==> config.mk <==
export PLATFORM = sky130hd
export DESIGN_NAME = pipeline_stall_ctrl
export DESIGN_NICKNAME = d
export VERILOG_FILES = /design/src/rtl/pipe_ctrl_pkg.sv /design/src/rtl/pipeline_stall_ctrl_sat_counter.sv /design/src/rtl/pipeline_stall_ctrl.sv
export SDC_FILE = /design/constraint.sdc
export NUM_CORES = 1
export LEC_CHECK = 0
export CORE_MARGIN = 1.5
export CORE_UTILIZATION = 47
export CTS_BUF_LIST = sky130_fd_sc_hd__clkbuf_4 sky130_fd_sc_hd__clkbuf_8
export CTS_CLUSTER_DIAMETER = 80
export DETAILED_ROUTE_END_ITERATION = 8
export HOLD_SLACK_MARGIN = 0.06
export PLACE_DENSITY = 0.78
export SLEW_MARGIN = 10
export SYNTH_ARGS = -nofsm -noshare
export SYNTH_HDL_FRONTEND = slang
export SYNTH_SLANG_ARGS = --single-unit
==> constraint.sdc <==
create_clock -name clk_i -period 1.95 [get_ports clk_i]
set_clock_uncertainty 0.15 [all_clocks]
set_input_delay 0.195 -clock clk_i [delete_from_list [all_inputs] [get_ports clk_i]]
set_output_delay 0.195 -clock clk_i [all_outputs]
set_load 0.01 [all_outputs]
==> src/rtl/pipe_ctrl_pkg.sv <==
// Shared definitions for the pipeline stall/flush controller.
// State encoding is visible on state_o, so values are fixed.
package pipe_ctrl_pkg;

  localparam int STATE_W = 2;

  typedef enum logic [STATE_W-1:0] {
    ST_RUN      = 2'd0,
    ST_MEM_WAIT = 2'd1,
    ST_ERROR    = 2'd2
  } state_t;

endpackage

==> src/rtl/pipeline_stall_ctrl_sat_counter.sv <==
// Saturating up-counter with synchronous clear.
// Holds at all-ones instead of wrapping.
module sat_counter #(
  parameter int W = 16
) (
  input  logic         clk,
  input  logic         clear,
  input  logic         en,
  output logic [W-1:0] count
);

  always_ff @(posedge clk) begin
    if (clear) begin
      count <= '0;
    end else if (en && (count != '1)) begin
      count <= count + W'(1);
    end
  end

endmodule

==> src/rtl/pipeline_stall_ctrl.sv <==
// Pipeline register control: write enables, bubbles and flushes
// from hazard, branch and data-memory handshake inputs.
module pipeline_stall_ctrl
  import pipe_ctrl_pkg::*;
#(
  parameter int CNT_W       = 16,
  parameter int MEM_TIMEOUT = 64
) (
  input  logic               clk_i,
  input  logic               rst_i,
  input  logic               hazard_stall_i,
  input  logic               hazard_pcwrite_i,
  input  logic               branch_flush_i,
  input  logic               dmem_req_i,
  input  logic               dmem_ready_i,
  output logic               pc_we_o,
  output logic               ifid_we_o,
  output logic               ifid_flush_o,
  output logic               idex_we_o,
  output logic               idex_bubble_o,
  output logic               exmem_we_o,
  output logic               memwb_we_o,
  output logic               memwb_bubble_o,
  output logic [STATE_W-1:0] state_o,
  output logic               error_o,
  output logic [CNT_W-1:0]   stall_cnt_o,
  output logic [CNT_W-1:0]   flush_cnt_o
);

  localparam int WW = $clog2(MEM_TIMEOUT + 1);
  localparam logic [WW-1:0] WAIT_LIM = WW'(MEM_TIMEOUT - 1);

  state_t        state_q, state_n;
  logic [WW-1:0] wait_q, wait_n;
  logic          freeze;

  always_ff @(posedge clk_i) begin
    if (rst_i) begin
      state_q <= ST_RUN;
      wait_q  <= '0;
    end else begin
      state_q <= state_n;
      wait_q  <= wait_n;
    end
  end

  always_comb begin
    state_n        = state_q;
    wait_n         = wait_q;
    freeze         = 1'b0;
    pc_we_o        = 1'b1;
    ifid_we_o      = 1'b1;
    ifid_flush_o   = 1'b0;
    idex_we_o      = 1'b1;
    idex_bubble_o  = 1'b0;
    exmem_we_o     = 1'b1;
    memwb_we_o     = 1'b1;
    memwb_bubble_o = 1'b0;

    if (!rst_i) begin
      unique case (state_q)
        ST_RUN: begin
          if (dmem_req_i && !dmem_ready_i) begin
            freeze  = 1'b1;
            state_n = ST_MEM_WAIT;
            wait_n  = WW'(1);
          end
        end
        ST_MEM_WAIT: begin
          if (!dmem_ready_i) begin
            freeze = 1'b1;
            if (wait_q >= WAIT_LIM) begin
              state_n = ST_ERROR;
            end else begin
              wait_n = wait_q + WW'(1);
            end
          end else begin
            state_n = ST_RUN;
            wait_n  = '0;
          end
        end
        ST_ERROR: begin
          freeze = 1'b1;
        end
        default: begin
          freeze  = 1'b1;
          state_n = ST_ERROR;
        end
      endcase

      // PCWrite must be the inverse of Stall; anything else is fatal
      if ((state_q != ST_ERROR) &&
          (hazard_pcwrite_i == hazard_stall_i)) begin
        state_n = ST_ERROR;
      end

      if (freeze) begin
        pc_we_o        = 1'b0;
        ifid_we_o      = 1'b0;
        idex_we_o      = 1'b0;
        exmem_we_o     = 1'b0;
        memwb_we_o     = 1'b0;
        memwb_bubble_o = 1'b1;
      end else if (hazard_stall_i) begin
        pc_we_o       = 1'b0;
        ifid_we_o     = 1'b0;
        idex_bubble_o = 1'b1;
      end else if (branch_flush_i) begin
        ifid_flush_o = 1'b1;
      end
    end
  end

  assign state_o = state_q;
  assign error_o = (state_q == ST_ERROR);

  sat_counter #(.W(CNT_W)) u_stall_cnt (
    .clk   (clk_i),
    .clear (rst_i),
    .en    (!pc_we_o),
    .count (stall_cnt_o)
  );

  sat_counter #(.W(CNT_W)) u_flush_cnt (
    .clk   (clk_i),
    .clear (rst_i),
    .en    (ifid_flush_o),
    .count (flush_cnt_o)
  );

endmodule

Word level (Yosys, flattened, before mapping)

Index checks and enable logic that the tools add are counted.

$lt $le $gt $ge: 1
Bitwise operators: 1
Equal/unequal tests: 12
$add $sub $neg: 3
Multiplexer cells: 27
Reduce and logical (&&, ||, !) cells: 12

Operators by type and width:

| operator                                                                             | count |
|---|---|
| 16-bit by 1-bit adder with 16-bit output (second input constant)                     | 2 |
| 16-bit != test (second input constant)                                               | 2 |
| 7-bit 2-to-1 mux                                                                     | 3 |
| 1-bit 2-to-1 mux                                                                     | 17 |
| 7-bit case mux with 2 select lines                                                   | 1 |
| 3-bit != test (second input constant)                                                | 3 |
| 3-bit AND reduction                                                                  | 3 |
| 2-bit 2-to-1 mux                                                                     | 4 |
| 7-bit by 1-bit adder with 7-bit output (second input constant)                       | 1 |
| 7-bit by 6-bit greater-or-equal comparator with 1-bit output (second input constant) | 1 |
| 2-bit case mux with 3 select lines                                                   | 1 |
| 1-bit logical AND                                                                    | 4 |
| 2-bit != test (second input constant)                                                | 2 |
| 4-bit != test (second input constant)                                                | 1 |
| 2-bit by 1-bit == test with 1-bit output (second input constant)                     | 1 |
| 2-bit == test (second input constant)                                                | 1 |
| 1-bit zero test                                                                      | 2 |
| 2-bit zero test                                                                      | 1 |
| 2-bit by 1-bit != test with 1-bit output (second input constant)                     | 1 |
| 1-bit case mux with 2 select lines                                                   | 1 |
| 2-bit nonzero test                                                                   | 1 |
| 2-bit OR reduction                                                                   | 1 |
| 1-bit == test                                                                        | 1 |
| 1-bit NOT                                                                            | 1 |

Bits in registers: 41

Depth between registers and ports, before layout

Gate-level depths: netlist of run 1.

Depth in word-level cells: 9
Depth in mapped cells: 7
Depth with buffers taken out: 5

By module

Synthesis of run 1 repeated with hierarchy kept, for this count alone.

Cells, all modules: 264
Area, all modules: 2268.4 um2

By module, submodules not included:

| module              | seq. area each (um2) | instances | area each (um2) | cells each |
|---|---|---|---|---|
| sat_counter         | 320.3                | 2         | 848.3           | 99 |
| pipeline_stall_ctrl | 180.2                | 1         | 571.8           | 66 |

Least setup slack after synthesis of run 1

OpenSTA, ideal clock, no wires.

Path type: flip-flop to flip-flop
Start point: reg state_q[0], in the netlist state_o[0]
End point: reg u_stall_cnt.count[9]
Stages on the path, launching flop included: 7
Slack: -90 ps
Data required time: 1677 ps
Arrival: 1767 ps
Period minus slack after synthesis: 2040 ps
Path through: dfxtp_1 -> buf_2 -> o21bai_4 -> a21o_1 -> buf_6 -> or4_1 -> mux2_1

Cells in the longest elaborated chain, start to end: 7
Elaborated cells on any way between the ends: 8
Classes of those cells: 1 x eq/ne; 4 x mux; 3 x reduce/logical

RTL lines:

| item                                                                        | RTL line                              | source |
|---|---|---|
| from (decl)                                                                 | pipeline_stall_ctrl.sv:33             | `state_t state_q, state_n;` |
| from (signal assigned)                                                      | pipeline_stall_ctrl.sv:42             | `state_q <= state_n;` |
| 2-bit by 1-bit == test with 1-bit output or 2-bit zero test (tied branches) | pipeline_stall_ctrl.sv:61             | `unique case (state_q)` |
| 1-bit case mux with 2 select lines *                                        | pipeline_stall_ctrl.sv:61             |  |
| 1-bit 2-to-1 mux *                                                          | pipeline_stall_ctrl.sv:60             | `if (!rst_i) begin` |
| 1-bit 2-to-1 mux *                                                          | pipeline_stall_ctrl.sv:97             | `if (freeze) begin` |
| 1-bit 2-to-1 mux *                                                          | pipeline_stall_ctrl.sv:60             |  |
| 1-bit zero test *                                                           | pipeline_stall_ctrl.sv:120            | `.en (!pc_we_o),` |
| 1-bit logical AND *                                                         | pipeline_stall_ctrl_sat_counter.sv:15 | `end else if (en && (count != '1)) begin` |
| to (signal assigned)                                                        | pipeline_stall_ctrl_sat_counter.sv:16 | `count <= count + W'(1);` |
| to (decl)                                                                   | pipeline_stall_ctrl_sat_counter.sv:9  | `output logic [W-1:0] count` |

Every way passes the cells marked *; elsewhere a longest branch is shown, timed or not. The select of a mux whose other input is x is not followed.
A chain may end at the register's enable or synchronous reset.

Final worst setup path of run 1

Start point: reg state_q[1], in the netlist state_o[1]
End point: reg u_flush_cnt.count[2]

Cells in the longest elaborated chain, start to end: 6
Elaborated cells on any way between the ends: 7
Classes of those cells: 1 x eq/ne; 4 x mux; 2 x reduce/logical

RTL lines:

| item                                                                        | RTL line |
|---|---|
| 2-bit by 1-bit == test with 1-bit output or 2-bit zero test (tied branches) | pipeline_stall_ctrl.sv:61 |
| 1-bit case mux with 2 select lines *                                        | pipeline_stall_ctrl.sv:61 |
| 1-bit 2-to-1 mux *                                                          | pipeline_stall_ctrl.sv:60 |
| 1-bit 2-to-1 mux *                                                          | pipeline_stall_ctrl.sv:97 |
| 1-bit 2-to-1 mux *                                                          | pipeline_stall_ctrl.sv:60 |
| 1-bit logical AND *                                                         | pipeline_stall_ctrl_sat_counter.sv:15 |
| to (signal assigned)                                                        | pipeline_stall_ctrl_sat_counter.sv:16 |
| to (decl)                                                                   | pipeline_stall_ctrl_sat_counter.sv:9 |

Marked as above.

==> flow_summary.json, run 1 <==
{
  "cts.path.max_buffers": 2,
  "ys_seq_area_share_pct": 35.36,
  "cts_sinks": 41,
  "maxCapViolCount": 0,
  "synth_nets": 280,
  "status": "completed",
  "hold_viol_final": 0,
  "wl_per_cell_um": 15.45,
  "hold_path.class": "in -> reg",
  "relSlewSlack_pct": 72.94,
  "stdcell_count": 435,
  "dp_slack_ns": -0.3806,
  "post-route-period-util_pct": 99.51,
  "avgSynthCellArea_sq_um": 8.596,
  "vias": 2546,
  "p_leak_nw": 1.239,
  "insertion_delay_ns": 0.30,
  "ys_warn_count": 0,
  "tightest_slew_ns": 0.4009,
  "final_net_count": 377,
  "dp.cells": 421,
  "cts_root_buf": "clkbuf_8",
  "cp_cell_sequence": "nor4b_4, buf_4, nand2_4, buf_6, buf_4, or4_4, nand2_2",
  "chipWidth_um": 73.27,
  "place.gp.congestion": 0.8576,
  "rsz0062_at_grt": "true",
  "floorplan.core_area_sq_um": 4755,
  "fmax_mhz": 515.4,
  "grt_overflow_total": 0,
  "die-area_sq_um": 5368,
  "antenna_found_initial": 0,
  "core.rowCount": 25,
  "start_util_pct": 48.82,
  "vias_per_cell": 5.853,
  "cts_buffers": 5,
  "finalSetupViolations": 0,
  "grt_first_pass_wirelength_um": 10320,
  "cpLargestDelayFamily": "simple AND/OR/NAND/NOR gates",
  "grt_max_degree": 18,
  "ys_ff_latch": 41,
  "grt_pass1_vias": 2280,
  "power_density_nw_per_um2": 519.5,
  "crit_fanout": 4,
  "synth_cell_type_count": 54,
  "cpMostUsedCell": "buf_4",
  "cts_tree": "built",
  "cp-end-kind": "flop",
  "drive_gt1_share_pct": 25.27,
  "grt_usage_pct": 24.57,
  "netlist_area_sq_um": 2321,
  "wirelength_um": 6721,
  "cts_max_level": 2,
  "synthToLayoutAreaGrowth_pct": 47.39,
  "ys_async_sr_fraction_pct": 0,
  "critPathBufInv": 3,
  "cp-start-kind": "flop",
  "ys.flop_type": "dfxtp_1",
  "post-dp-hpwl_um": 4576,
  "slew_violations": 0,
  "worst-setup-path-type": "reg -> reg",
  "drt-initial-drc-count": 170,
  "min_period_ns": 1.940,
  "port-buffer-count": 49,
  "ioPinCount": 50,
  "fp.dieH_um": 73.27,
  "critPathArrivalTime_ns": 2.04,
  "ant_nets": 0,
  "drc": 0,
  "ir_worst_vdd_mv": 0.3492,
  "crit_slowest_cell": "or4_4",
  "max_stage_delay_ns": 0.48,
  "first_pass_iters": 4,
  "syn-instance-count": 270,
  "n_antenna_cell": 0,
  "setup_slack_ns": 0.009602,
  "clkTransAtPathRegs_ns": 0.09,
  "synth_edf_count": 0,
  "required_ns": 2.05
}
[worst min-delay path: stages]
cell	delay, ns
dlygate4sd2_1	0.31
inv_1	0.08
o211ai_1	0.10
a21oi_1	0.07
[cell usage after synthesis (2+ instances only)]
cell | instances | area [sq um]
buf_2 | 2 | 10.01
o311ai_0 | 4 | 35.03
or4b_1 | 2 | 20.02
nand2_1 | 24 | 90.09
nor4_2 | 3 | 37.54
nand4_2 | 2 | 25.02
or3_1 | 6 | 37.54
and2_1 | 3 | 18.77
o211ai_1 | 2 | 15.01
nand4_1 | 10 | 62.56
nand3_1 | 9 | 45.04
or2_2 | 2 | 12.51
inv_1 | 13 | 48.80
nor2b_1 | 6 | 37.54
ha_1 | 3 | 37.54
nor3_1 | 8 | 40.04
nor4b_1 | 3 | 26.28
and3_1 | 3 | 18.77
buf_4 | 3 | 22.52
a31oi_1 | 3 | 18.77
nor3b_1 | 2 | 15.01
nor2_1 | 13 | 48.80
o21a_1 | 3 | 22.52
a211oi_1 | 5 | 37.54
o31ai_1 | 10 | 75.07
nor4_1 | 3 | 18.77
or4_1 | 11 | 82.58
and4_1 | 5 | 43.79
mux2_1 | 4 | 45.04
clkbuf_1 | 7 | 26.28
dfxtp_1 | 41 | 820.8
mux2i_1 | 4 | 40.04
o21ai_0 | 7 | 35.03
o41ai_1 | 5 | 43.79
buf_6 | 2 | 22.52
a21oi_1 | 19 | 95.09
[routing by layer]
metal	vias to the layer above	GRT usage, %	part of all wire (%)	wire length (um)
li1	1237	-	-	-
met1	1212	32.42	44	2972
met2	85	40.30	49	3275
met3	12	4.252	5.3	359
met4	0	8.805	1.7	112
met5	-	0	0	0
[final timing paths]
check | cells after the start | to | start | slack, ns
hold / removal | 4 | state_o[1]$_SDFFE_PP0P_ | dmem_ready_i | 0.34
setup reg to reg | 7 | u_flush_cnt.count[2]$_SDFFE_PP0P_ | state_o[1]$_SDFFE_PP0P_ | 0.01
hold reg to reg | 1 | u_stall_cnt.count[2]$_SDFFE_PP0P_ | u_stall_cnt.count[2]$_SDFFE_PP0P_ | 0.37
setup / recovery | 7 | u_flush_cnt.count[2]$_SDFFE_PP0P_ | state_o[1]$_SDFFE_PP0P_ | 0.01
[where the power goes]
group / switching [mW] / internal (mW) / leakage [nW]
Combinational: 0.105 / 0.0993 / 0.852
Clock: 0.331 / 0.384 / 0.0543
Sequential: 0.0114 / 0.846 / 0.332
Total: 0.448 / 1.33 / 1.24
[repair_timing]
item / in CTS / in global routing
hold endpoints to repair: 0 / 0
buffers inserted: 3 / 3
pin swaps: 4 / 5
gates resized for setup: 16 / 19
hold buffers: 0 / 0
setup endpoints to repair: 15 / 23
[final cells by class]
| type | instances | area [sq um] |
|---|---|---|
| clock buffer | 5 | 68.82 |
| multi-input combinational | 202 | 1451 |
| clock inverter | 3 | 46.29 |
| sequential | 41 | 827.0 |
| tap | 67 | 83.83 |
| fill | 388 | 1334 |
| inverter | 13 | 48.80 |
| timing repair buffer | 104 | 894.6 |
[layout by cell type (no fill, tap or decap), types with 3 or more instances in the layout]
| cell | count |
|---|---|
| buf_4 | 54 |
| dfxtp_1 | 38 |
| clkdlybuf4s50_1 | 36 |
| nand2_1 | 22 |
| a21oi_1 | 18 |
| inv_1 | 13 |
| nor2_1 | 13 |
| dlygate4sd2_1 | 12 |
| nand4_1 | 10 |
| o31ai_1 | 10 |
| nand3_1 | 9 |
| or4_1 | 9 |
| o21ai_0 | 7 |
| nor2b_1 | 6 |
| or3_1 | 6 |
| a211oi_1 | 5 |
| and4_1 | 5 |
| nor3_1 | 5 |
| o41ai_1 | 5 |
| nor4_2 | 5 |
| clkbuf_8 | 5 |
| nor3_2 | 4 |
| mux2_1 | 4 |
| mux2i_1 | 4 |
| and3_1 | 3 |
| o21a_1 | 3 |
| and2_1 | 3 |
| o311ai_1 | 3 |
| a31oi_1 | 3 |
[stage by stage]
step | util [%] | area, sq um | TNS (ns) | total power, mW | hold slack [ns]
6_report | 71.95 | 3421 | 0 | 1.777 | 0.3398
5_1_grt | 71.95 | 3421 | -0.09464 | 1.836 | 0.4063
4_1_cts | 69.71 | 3314 | 0 | 1.775 | 0.3223
3_5_place_dp | 66.97 | 3184 | -9.823 | 1.079 | 0.3470
3_3_place_gp | 66.97 | 3184 | -8.379 | 1.073 | 0.3309
2_1_floorplan | - | 2330 | 0 | 0.9776 | 0.2486
[cell families (layout without fill, tap and decap cells)]
family                     after synthesis  count (layout)  share of synthesized area, %
and+or+nand+nor                        120             120                         31.70
DFF                                     41              41                         35.36
AOI/OAI and AO/OA                       69              69                         21.19
adders and majority gates                3               3                         1.617
buffers and inverters                   27             125                         5.607
xor gates and xnor gates                 1               1                        0.3774
muxes                                    9               9                         4.151
[flip-flops by register name, summed over array words and instances (netlist names)]
name	cells
u_stall_cnt.count	16
u_flush_cnt.count	16
state_o	2
wait_q	7
(Power assumes the default switching activity.)
==> run 2, diff against run 1 <==
--- a/config.mk
+++ b/config.mk
@@ -11,7 +11,7 @@
 export CTS_CLUSTER_DIAMETER = 80
 export DETAILED_ROUTE_END_ITERATION = 8
 export HOLD_SLACK_MARGIN = 0.06
-export PLACE_DENSITY = 0.78
+export PLACE_DENSITY_LB_ADDON = 0.15
 export SLEW_MARGIN = 10
 export SYNTH_ARGS = -nofsm -noshare
 export SYNTH_HDL_FRONTEND = slang
==> run 2 against run 1 <==
Against the previous run:
- count of clock-buffer cells in the layout increased by 2
- flip-flop and latch count unchanged
- non-clock buffer count decreased by 5
- core utilization decreased by 1.1 points
- critical path depth decreased by 4
- register-to-register slack improved by 0.06 ns
- clock power decreased by 20%
- global-route usage decreased by 1.6 points
- final cell count decreased by 1.4%
- via count decreased by 3.8%
- setup slack improved by 0.046 ns
- fmax increased by 2.4%
- critical endpoint is now ifid_we_o
==> flow_summary.json, run 2 (synthesis gave the netlist of run 1 again) <==
{
  "cts_tree": "built",
  "highest_layer": "met4",
  "insertion_delay_ns": 0.28,
  "place.gp.congestion": 0.8220,
  "fmax_mhz": 527.9,
  "critPathArrivalTime_ns": 1.55,
  "cts_root_buf": "clkbuf_8",
  "drt-initial-drc-count": 91,
  "floorplan.core_area_sq_um": 4755,
  "vias": 2448,
  "grt_overflow_total": 0,
  "core.rowCount": 25,
  "dp.cells": 417,
  "dp_slack_ns": -0.4264,
  "min_period_ns": 1.894,
  "tightest_slew_ns": 0.5562,
  "fin_util_pct": 70.84,
  "drc": 0,
  "rsz0062_at_grt": "true",
  "maxCapViolCount": 0,
  "crit_fanout": 7,
  "final_cell_mix": "buf_4, clkdlybuf4s50_1, dfxtp_1",
  "layout_commonest_cell": "buf_4",
  "regToRegSetupSlack_ns": 0.07,
  "dr_wl_met3_um": 239,
  "power_density_nw_per_um2": 484.6,
  "ioPinCount": 50,
  "finalPower_mw": 1.632,
  "setup_slack_ns": 0.05562,
  "relSlewSlack_pct": 62.64,
  "stdcell_count": 429,
  "grt_max_degree": 24,
  "grt_usage_pct": 22.99,
  "grt_first_pass_wirelength_um": 9887,
  "hold_path.class": "reg -> reg",
  "cp-end-kind": "output port",
  "port-buffer-count": 49,
  "chipWidth_um": 73.27,
  "post-route-period-util_pct": 97.15,
  "max_stage_delay_ns": 0.55,
  "synthToLayoutAreaGrowth_pct": 45.12,
  "wl_per_cell_um": 14.04,
  "cts_max_level": 2,
  "p_leak_nw": 1.264,
  "drive_gt1_share_pct": 23.76,
  "finalSetupViolations": 0,
  "cp-start-kind": "flop",
  "critPathBufInv": 1,
  "wirelength_um": 6023,
  "final_net_count": 372,
  "ant_nets": 0,
  "cts.path.max_buffers": 2,
  "first_pass_iters": 4,
  "holdWs_ns": 0.3255,
  "die-area_sq_um": 5368,
  "post-dp-hpwl_um": 4423,
  "grt_pass1_vias": 2184,
  "n_antenna_cell": 0,
  "cts_sinks": 41,
  "required_ns": 1.60,
  "start_util_pct": 48.82,
  "cpLargestDelayFamily": "buffers and inverters",
  "status": "completed",
  "hold_viol_final": 0,
  "clkTransAtPathRegs_ns": 0.08,
  "vias_per_cell": 5.706,
  "cts_buffers": 5,
  "ir_worst_vdd_mv": 0.3929,
  "antenna_found_initial": 0,
  "met1_length_um": 2863,
  "fp.dieH_um": 73.27,
  "worst-setup-path-type": "reg -> out",
  "top_regs": "u_flush_cnt.count x16, u_stall_cnt.count x16, wait_q x7",
  "crit_slowest_cell": "clkdlybuf4s50_1",
  "cp_cell_sequence": "o21bai_4, a21o_4, clkdlybuf4s50_1",
  "slew_violations": 0,
  "wl_met2_um": 2886
}
run 2: cell count changes in the layout (fill, tap and decap cells not counted), sizes merged:
cell / delta
clkdlybuf4s50: +1
buf: -5
clkinvlp: -1
clkbuf: +2
dlymetal6s2s: +1
bufinv: -1
dlygate4sd2: -2
clkinv: -1
run 2: cell type report:
cell class,count,area [sq um]
multi-input cells,202,1451
well taps,67,83.83
flip-flops and latches,41,832.0
repair buffers,99,862.1
clock buffers,7,90.09
inverters,13,48.80
fillers,403,1386
run 2: final timing paths:
path,end,from,depth (start not counted)
setup / recovery,ifid_we_o,state_o[0]$_SDFFE_PP0P_,3
setup reg to reg,u_stall_cnt.count[10]$_SDFFE_PP0P_,u_stall_cnt.count[9]$_SDFFE_PP0P_,5
hold / removal,u_stall_cnt.count[4]$_SDFFE_PP0P_,u_stall_cnt.count[4]$_SDFFE_PP0P_,2
hold reg to reg,u_stall_cnt.count[4]$_SDFFE_PP0P_,u_stall_cnt.count[4]$_SDFFE_PP0P_,2
run 2: metal layers:
| metal | vias up | global-route usage [%] |
|---|---|---|
| met5 | - | 0 |
| met4 | 0 | 4.403 |
| met3 | 2 | 3.841 |
| met2 | 55 | 38.99 |
| met1 | 1162 | 30.93 |
| li1 | 1229 | - |
run 2: timing repair:
action,in CTS,in global routing
buffers inserted,2,3
gates resized for setup,17,16
gates cloned,0,0
pin swaps,2,9
endpoints found under the setup margin,19,24
hold buffers,0,0
run 2: worst register-to-register path, stage by stage, from the launching register on:
cell and delay [ns]:
dfxtp_1 0.41, nand4_1 0.29, buf_4 0.24, buf_4 0.12, or4_1 0.46, a21oi_1 0.14
run 2: power breakdown:
| group | internal, mW | switching (mW) |
|---|---|---|
| combinational | 0.0994 | 0.0993 |
| sequential | 0.847 | 0.0157 |
| clock | 0.295 | 0.276 |
run 2: through the flow:
step | cell area (sq um) | setup TNS, ns
global placement | 3154 | -8.985
detailed placement | 3154 | -10.30
finish | 3368 | 0
CTS | 3287 | 0
global route | 3368 | -0.05581
floorplan | 2330 | 0
